<file path="src/rtl/seq_detector_param.sv">
// rtl/seq_detector_param.sv - serial pattern detector with loadable pattern, match counter and 7-seg status
// Optional display: define SEQDET_DISPLAY_EN to build the 7-segment decoder and dp pulse stretcher.
module seq_detector_param #(
    parameter int MAX_LEN = 8,
    parameter int CNT_W   = 4,
    parameter int DP_HOLD = 4,
    parameter int LEN_W   = $clog2(MAX_LEN + 1)
) (
    input  logic               clk,
    input  logic               rst,
    input  logic               en,
    input  logic               din,
    input  logic               din_valid,
    input  logic               cfg_load,
    input  logic [MAX_LEN-1:0] cfg_pattern,
    input  logic [LEN_W-1:0]   cfg_len,
    input  logic               cfg_overlap,
    input  logic               count_clr,
    output logic               match,
    output logic [CNT_W-1:0]   match_count,
    output logic               configured,
    output logic [7:0]         seg_out
);

    typedef enum logic {UNCFG, RUN} state_t;

    state_t             state;
    logic [MAX_LEN-1:0] pattern;
    logic [MAX_LEN-1:0] hist;
    logic [LEN_W-1:0]   len;
    logic [LEN_W-1:0]   fill;
    logic               overlap;

    logic               accept;
    logic [MAX_LEN-1:0] hist_next;
    logic [LEN_W-1:0]   fill_next;
    logic [MAX_LEN-1:0] mask;
    logic [LEN_W-1:0]   len_clamped;
    logic               hit;

    always_comb begin
        accept      = (state == RUN) && en && din_valid && !cfg_load;
        hist_next   = {hist[MAX_LEN-2:0], din};
        fill_next   = (fill == LEN_W'(MAX_LEN)) ? fill : fill + 1'b1;
        len_clamped = (cfg_len > LEN_W'(MAX_LEN)) ? LEN_W'(MAX_LEN) : cfg_len;
        mask        = '0;
        for (int i = 0; i < MAX_LEN; i++) begin
            mask[i] = (i < int'(len));
        end
        // Compare on the post-shift history so the match registers on the same edge as the bit
        hit = accept && (fill_next >= len) && ((hist_next & mask) == (pattern & mask));
    end

    always_ff @(posedge clk or posedge rst) begin
        if (rst) begin
            state       <= UNCFG;
            pattern     <= '0;
            hist        <= '0;
            len         <= '0;
            fill        <= '0;
            overlap     <= 1'b0;
            match       <= 1'b0;
            match_count <= '0;
        end else begin
            match <= 1'b0;
            if (cfg_load) begin
                pattern     <= cfg_pattern;
                len         <= len_clamped;
                overlap     <= cfg_overlap;
                hist        <= '0;
                fill        <= '0;
                match_count <= '0;
                state       <= (cfg_len == '0) ? UNCFG : RUN;
            end else begin
                if (accept) begin
                    hist <= hist_next;
                    fill <= (hit && !overlap) ? '0 : fill_next;
                end
                match <= hit;
                if (count_clr) begin
                    match_count <= '0;
                end else if (hit) begin
                    match_count <= match_count + 1'b1;
                end
            end
        end
    end

    assign configured = (state == RUN);

`ifdef SEQDET_DISPLAY_EN
    localparam int DP_W = $clog2(DP_HOLD + 1);

    logic [6:0]      digit;
    logic [DP_W-1:0] dp_cnt;

    function automatic logic [6:0] font(input logic [3:0] v);
        case (v)
            4'h0: font = 7'h3F;
            4'h1: font = 7'h06;
            4'h2: font = 7'h5B;
            4'h3: font = 7'h4F;
            4'h4: font = 7'h66;
            4'h5: font = 7'h6D;
            4'h6: font = 7'h7D;
            4'h7: font = 7'h07;
            4'h8: font = 7'h7F;
            4'h9: font = 7'h6F;
            4'hA: font = 7'h77;
            4'hB: font = 7'h7C;
            4'hC: font = 7'h39;
            4'hD: font = 7'h5E;
            4'hE: font = 7'h79;
            default: font = 7'h71;
        endcase
    endfunction

    always_ff @(posedge clk or posedge rst) begin
        if (rst) begin
            digit  <= 7'h40;
            dp_cnt <= '0;
        end else begin
            digit <= (state == RUN) ? font(match_count[3:0]) : 7'h40;
            if (match) begin
                dp_cnt <= DP_W'(DP_HOLD);
            end else if (dp_cnt != '0) begin
                dp_cnt <= dp_cnt - 1'b1;
            end
        end
    end

    assign seg_out = {(dp_cnt != '0), digit};
`else
    assign seg_out = 8'h00;
`endif

endmodule

</file>
<file path="config.mk">
export PLATFORM = sky130hd
export DESIGN_NAME = seq_detector_param
export DESIGN_NICKNAME = d
export VERILOG_FILES = /design/src/rtl/seq_detector_param.sv
export SDC_FILE = /design/constraint.sdc
export NUM_CORES = 1
export LEC_CHECK = 0
export CORE_ASPECT_RATIO = 0.8
export CORE_MARGIN = 1.5
export CORE_UTILIZATION = 54
export DETAILED_ROUTE_END_ITERATION = 6
export PLACE_DENSITY = 0.88
export SETUP_SLACK_MARGIN = 0.05
export SKIP_CTS_REPAIR_TIMING = 1
export SYNTH_ARGS = -nofsm -noshare
export SYNTH_HDL_FRONTEND = slang
export SYNTH_SLANG_ARGS = --single-unit
</file>
<file path="constraint.sdc">
create_clock -name clk -period 7.1 [get_ports clk]
set_clock_uncertainty 0.1 [all_clocks]
set_input_delay 1.42 -clock clk [delete_from_list [all_inputs] [get_ports clk]]
set_output_delay 1.42 -clock clk [all_outputs]
set_load 0.02 [all_outputs]
</file>
==> results of run 1 <==
-- where the power goes --
part / total (mW) / switching [mW] / internal, mW
Clock: 0.139 / 0.0606 / 0.0780
Combinational: 0.0583 / 0.0310 / 0.0272
Sequential: 0.188 / 0.00895 / 0.179
-- synth_stat cells, drive strengths merged --
cell type	count
a211o	1
a21oi	3
a22o	7
a31oi	3
buf	9
clkbuf	3
conb	1
dfrtp	30
ha	7
inv	8
mux2	9
mux2i	5
nand2	20
nand2b	1
nand3	3
nor2	5
nor3	2
nor4	5
o21a	1
o21ai	4
o22ai	6
o31ai	1
or2	1
or3	3
or4	1
xnor2	8
xor2	2
-- state kept, by name, summed over array words and instances, names as in the netlist --
register     cells
hist             7
match            1
match_count      4
fill             4
configured       1
pattern          8
overlap          1
len              4
-- critical path, stage by stage --
cell             delay (ns)
clkdlybuf4s50_1        0.86
or2_0                  0.45
or4_4                  0.59
nor4_2                 0.33
mux2i_1                0.25
-- per-layer routing --
metal  up-vias  share of wire  routed length (µm)  global-route usage
li1        560              -                   -                   -
met1       582           0.44                1390               0.270
met2        29           0.50                1580               0.387
met3         6          0.043                 135              0.0584
met4         0          0.012                  38              0.0761
met5         -              0                   0                   0
-- layout make-up --
cell class	count	area [µm²]	area share
inverter	8	30.0	0.0155
clock buffer	7	86.3	0.0446
timing repair buffer	25	250	0.129
tap	38	47.5	0.0246
multi-input combinational	106	764	0.395
clock inverter	1	5.00	0.00259
sequential	30	751	0.388
-- per-stage QoR --
stage,utilization,std cells,cell area (µm²),setup slack [ns],power [mW]
floorplan,-,156,1630,4.12,0.232
global route,0.694,215,1930,3.12,0.403
detailed placement,0.661,207,1840,3.02,0.249
global placement,0.661,207,1840,3.13,0.246
finish,0.694,215,1930,3.29,0.385
CTS,0.694,215,1930,3.29,0.387
-- how the worst max path moves through the flow --
stage,to,slack [ns],cells after the start,from
2_1_floorplan,match_count[2],4.12,5,cfg_load
3_3_place_gp,match_count[3],3.13,5,cfg_load
3_5_place_dp,match_count[3],3.02,5,cfg_load
4_1_cts,match_count[2],3.29,5,cfg_load
5_1_grt,match_count[2],3.12,5,cfg_load
6_report,match_count[2],3.29,5,cfg_load
-- cells by family after synthesis --
kind of cell,count (synthesis),share of synthesized area
buffers and inverters,20,0.0703
adders and majority gates,7,0.0547
and+or+nand+nor,41,0.145
DFF,30,0.469
xor gates and xnor gates,10,0.0547
other,1,0.00234
muxes,14,0.0945
AOI/OAI and AO/OA,26,0.110
==> impl_metrics.py, run 1 <==
metrics = {
    "timing": {
        "setup_violations": 0,
        "fin_crit_sh": 0.537,
        "setup-tns-final_ns": 0,
        "worstMarginPinSlew_ns": 1.10,
        "hold_viol_final": 0,
        "rsz0062_at_grt": "no",
        "slew-limit-headroom": 0.266,
        "whs_ns": 0.440,
        "fin_crit_ns": 3.81,
        "drv_slew": 0,
        "fmax_ghz": 0.262,
    },
    "power": {
        "ir_drop_mv": 0.135,
        "p_per_area_nw_per_um2": 199,
        "p_leak_nw": 0.819,
    },
    "placed_design": {
        "post-dp-hpwl_mm": 2.28,
        "gp_congestion": 0.827,
        "port_buffers": 25,
    },
    "worst_setup_path": {
        "r2r_end": "fill[0]",
        "regToRegStartpoint": "fill[0]",
        "path_max_fanout": 26,
        "reg2regPathDepth": 11,
        "cp-end-kind": "register",
        "cp_data_required_time_ns": 7.19,
        "worstSetupStartpointType": "input pin",
        "crit_arrival_ns": 3.91,
        "critPathKind": "input pin to register",
        "r2r_slack_ns": 4.34,
    },
    "logic_synthesis": {
        "seq_area_frac_synth": 0.469,
        "synth_area_leaders": "dfrtp_1 47%, mux2_2 6.3%, ha_1 5.5%",
        "synthDistinctLibCells": 32,
        "synth_area_leader_cell": "dfrtp_1",
        "netlist.area_leader.share": 0.469,
        "synth_warnings": 0,
        "syn-cell-area_um2": 1600,
        "synth-seq-cells": 30,
        "syn_inst": 149,
        "avgSynthCellArea_um2": 10.7,
    },
    "worst_hold_path": {
        "hold_path_startpoint": "pattern[5]",
        "hold_class": "register to register",
        "worstHoldEndpoint": "pattern[5]",
        "whs_path_depth": 1,
    },
    "drt": {
        "vias": 1177,
        "wire_per_inst_um": 14.6,
        "drt-total-wl_mm": 3.15,
        "ant_nets": 0,
        "first_iter_violations": 42,
        "drt_first_pass_iters": 4,
        "drc": 0,
        "viasPerCell": 5.47,
    },
    "die": {
        "row_count": 17,
        "io_pins": 34,
        "die_width_um": 63.9,
        "fp.dieH_um": 51.7,
        "core-area_um2": 2790,
        "start_util": 0.575,
        "die-area_um2": 3300,
    },
    "cells_and_area": {
        "final_cell_mix": "30 x dfrtp_1, 25 x clkdlybuf4s50_1, 20 x nand2_1, 9 x mux2_2",
        "diodes": 0,
        "layout-drive-gt1-share": 0.119,
        "layout.nets": 203,
        "final_common_cell": "dfrtp_1",
        "fill_cells": 215,
        "syn2layout_area_growth_pct": 20.8,
    },
    "global_routing": {
        "grt_pass1_wl_mm": 5.42,
        "grt_pass1_vias": 1158,
        "grt_usage": 0.222,
        "antenna_found_initial": 0,
        "grt_max_degree": 31,
        "overflow": 0,
    },
    "clocking": {
        "cts_sinks": 30,
        "clock_path_buffers": 2,
        "clk_latency_ns": 0.28,
        "clkTransAtPathRegs_ns": 0.06,
        "htreeDepth": 2,
        "cts_buffers": 5,
        "tritoncts": "yes",
        "cts-root-buf": "clkbuf_8",
    },
    "run": {
        "drv_cap": 0,
    },
    "run_status": {
        "status": "finished, final reports clean",
    },
}
Power figures use the tool's default switching activity.
==> run 2: changes to the inputs <==
--- a/config.mk
+++ b/config.mk
@@ -7,9 +7,9 @@
 export LEC_CHECK = 0
 export CORE_ASPECT_RATIO = 0.8
 export CORE_MARGIN = 1.5
-export CORE_UTILIZATION = 54
+export CORE_UTILIZATION = 45
 export DETAILED_ROUTE_END_ITERATION = 6
-export PLACE_DENSITY = 0.88
+export PLACE_DENSITY = 0.79
 export SETUP_SLACK_MARGIN = 0.05
 export SKIP_CTS_REPAIR_TIMING = 1
 export SYNTH_ARGS = -nofsm -noshare
==> constraint.sdc (replaced) <==
create_clock -name clk -period 3.1 [get_ports clk]
set_clock_uncertainty 0.1 [all_clocks]
set_input_delay 0.62 -clock clk [delete_from_list [all_inputs] [get_ports clk]]
set_output_delay 0.62 -clock clk [all_outputs]
set_load 0.02 [all_outputs]
==> run 2 against run 1 <==
Compared with the run above: worst setup slack got worse by 2.7 ns; power increased by 130%; first-iteration DRC count increased by 76%.
==> impl_metrics.py, run 2 (synthesized netlist as in run 1, its figures left out) <==
metrics = {
    "worst_setup_path": {
        "path_max_fanout": 4,
        "cp-end-kind": "register",
        "crit_path_cell_trace": "inv_1, ha_1, nand2_1, nor2_1, xnor2_1, ha_1, nand2b_1, a211o_1, a21oi_1, buf_4, nor4_4, o31ai_1",
        "crit_arrival_ns": 2.66,
        "critPathKind": "register to register",
        "cp_num_buf_inv": 2,
        "worstSetupStartpointType": "register",
        "crit_family": "compound AO/OA/AOI/OAI gates",
        "slowest_delay_ns": 0.40,
        "path_common_cell": "ha_1",
        "slowest_stage": "dfrtp_1",
        "cp_data_required_time_ns": 3.20,
    },
    "power": {
        "p_leak_nw": 0.833,
        "p_total_mw": 0.892,
        "ir_drop_mv": 0.256,
        "p_per_area_nw_per_um2": 455,
    },
    "clocking": {
        "htreeDepth": 2,
        "cts_sinks": 30,
        "cts_buffers": 5,
        "clkTransAtPathRegs_ns": 0.06,
        "clk_latency_ns": 0.29,
        "clock_path_buffers": 2,
        "cts-root-buf": "clkbuf_8",
        "tritoncts": "yes",
    },
    "cells_and_area": {
        "fin_util": 0.573,
        "final_common_cell": "dfrtp_1",
        "layout-drive-gt1-share": 0.133,
        "multi_input_area_um2": 764,
        "largestRegisters": "pattern x8, hist x7",
        "largest_reg_flops": 8,
        "final_cell_mix": "30 x dfrtp_1, 25 x clkdlybuf4s50_1, 20 x nand2_1, 9 x mux2_2",
        "fill_cells": 305,
        "final_area_um2": 1960,
        "regMostFlops": "pattern",
        "layout.nets": 206,
        "diodes": 0,
        "instances_no_fill": 222,
        "syn2layout_area_growth_pct": 22.5,
        "final-seq-area_um2": 751,
    },
    "run_status": {
        "status": "finished, final reports clean",
    },
    "drt": {
        "met3WireLength_um": 129,
        "wire_per_inst_um": 13.6,
        "viasPerCell": 5.30,
        "met1_length_mm": 1.30,
        "ant_nets": 0,
        "first_iter_violations": 74,
        "drt_first_pass_iters": 4,
        "top_layer_used": "met4",
        "wl_met2_mm": 1.56,
        "vias": 1177,
        "drc": 0,
        "drt-total-wl_mm": 3.02,
    },
    "worst_hold_path": {
        "hold_class": "register to register",
    },
    "die": {
        "die-area_um2": 3930,
        "io_pins": 34,
        "start_util": 0.468,
        "core-area_um2": 3420,
        "die_width_um": 69.7,
        "row_count": 19,
        "fp.dieH_um": 56.4,
    },
    "placed_design": {
        "port_buffers": 25,
        "gp_congestion": 0.754,
        "place_ws_ns": 0.238,
        "dpl-instance-area_um2": 1870,
        "placed_cells_incl_taps": 214,
        "post-dp-hpwl_mm": 2.30,
    },
    "timing": {
        "fmax_ghz": 0.391,
        "fin_crit_ns": 2.56,
        "slew-limit-headroom": 0.349,
        "hold_viol_final": 0,
        "rsz0062_at_grt": "no",
        "setup-tns-final_ns": 0,
        "drv_slew": 0,
        "fin_crit_sh": 0.825,
        "setup_violations": 0,
        "worstMarginPinSlew_ns": 0.972,
        "whs_ns": 0.431,
        "fin_ws_ns": 0.542,
    },
    "run": {
        "drv_cap": 0,
    },
    "global_routing": {
        "grt_pass1_wl_mm": 5.15,
        "antenna_found_initial": 0,
        "grt_max_degree": 31,
        "overflow": 0,
        "grt_usage": 0.172,
        "grt_pass1_vias": 1104,
    },
}
[run 2: cell count changes in the layout (fill, tap and decap cells not counted), sizes merged]
cell / change
buf: +3
[run 2: layer usage]
| layer | vias to the layer above | global-route usage |
|---|---|---|
| li1 | 569 | - |
| met1 | 572 | 0.212 |
| met2 | 32 | 0.284 |
| met3 | 4 | 0.0592 |
| met4 | 0 | 0.0577 |
| met5 | - | 0 |
[run 2: final timing paths]
check                        start              to  slack, ns  depth (start not counted)
max                        fill[0]         fill[0]       0.54                         12
min                        hist[6]         hist[6]       0.43                          1
max reg2reg                fill[0]         fill[0]       0.54                         12
min reg2reg                hist[6]         hist[6]       0.43                          1
max in group asynchronous      rst      pattern[7]       2.02                          3
min in group asynchronous      rst  match_count[1]       0.60                          3
[run 2: layout make-up]
type	count	area share
Inverter	8	0.0153
Clock inverter	1	0.00255
Clock buffer	7	0.0440
Multi-Input combinational cell	106	0.390
Timing Repair Buffer	28	0.139
Tap cell	42	0.0268
Sequential cell	30	0.383
[run 2: report_power, final]
group	switching [mW]	total, mW	internal, mW
logic	0.0708	0.138	0.0668
clock network	0.145	0.324	0.179
registers	0.0195	0.430	0.411
total	0.236	0.892	0.656
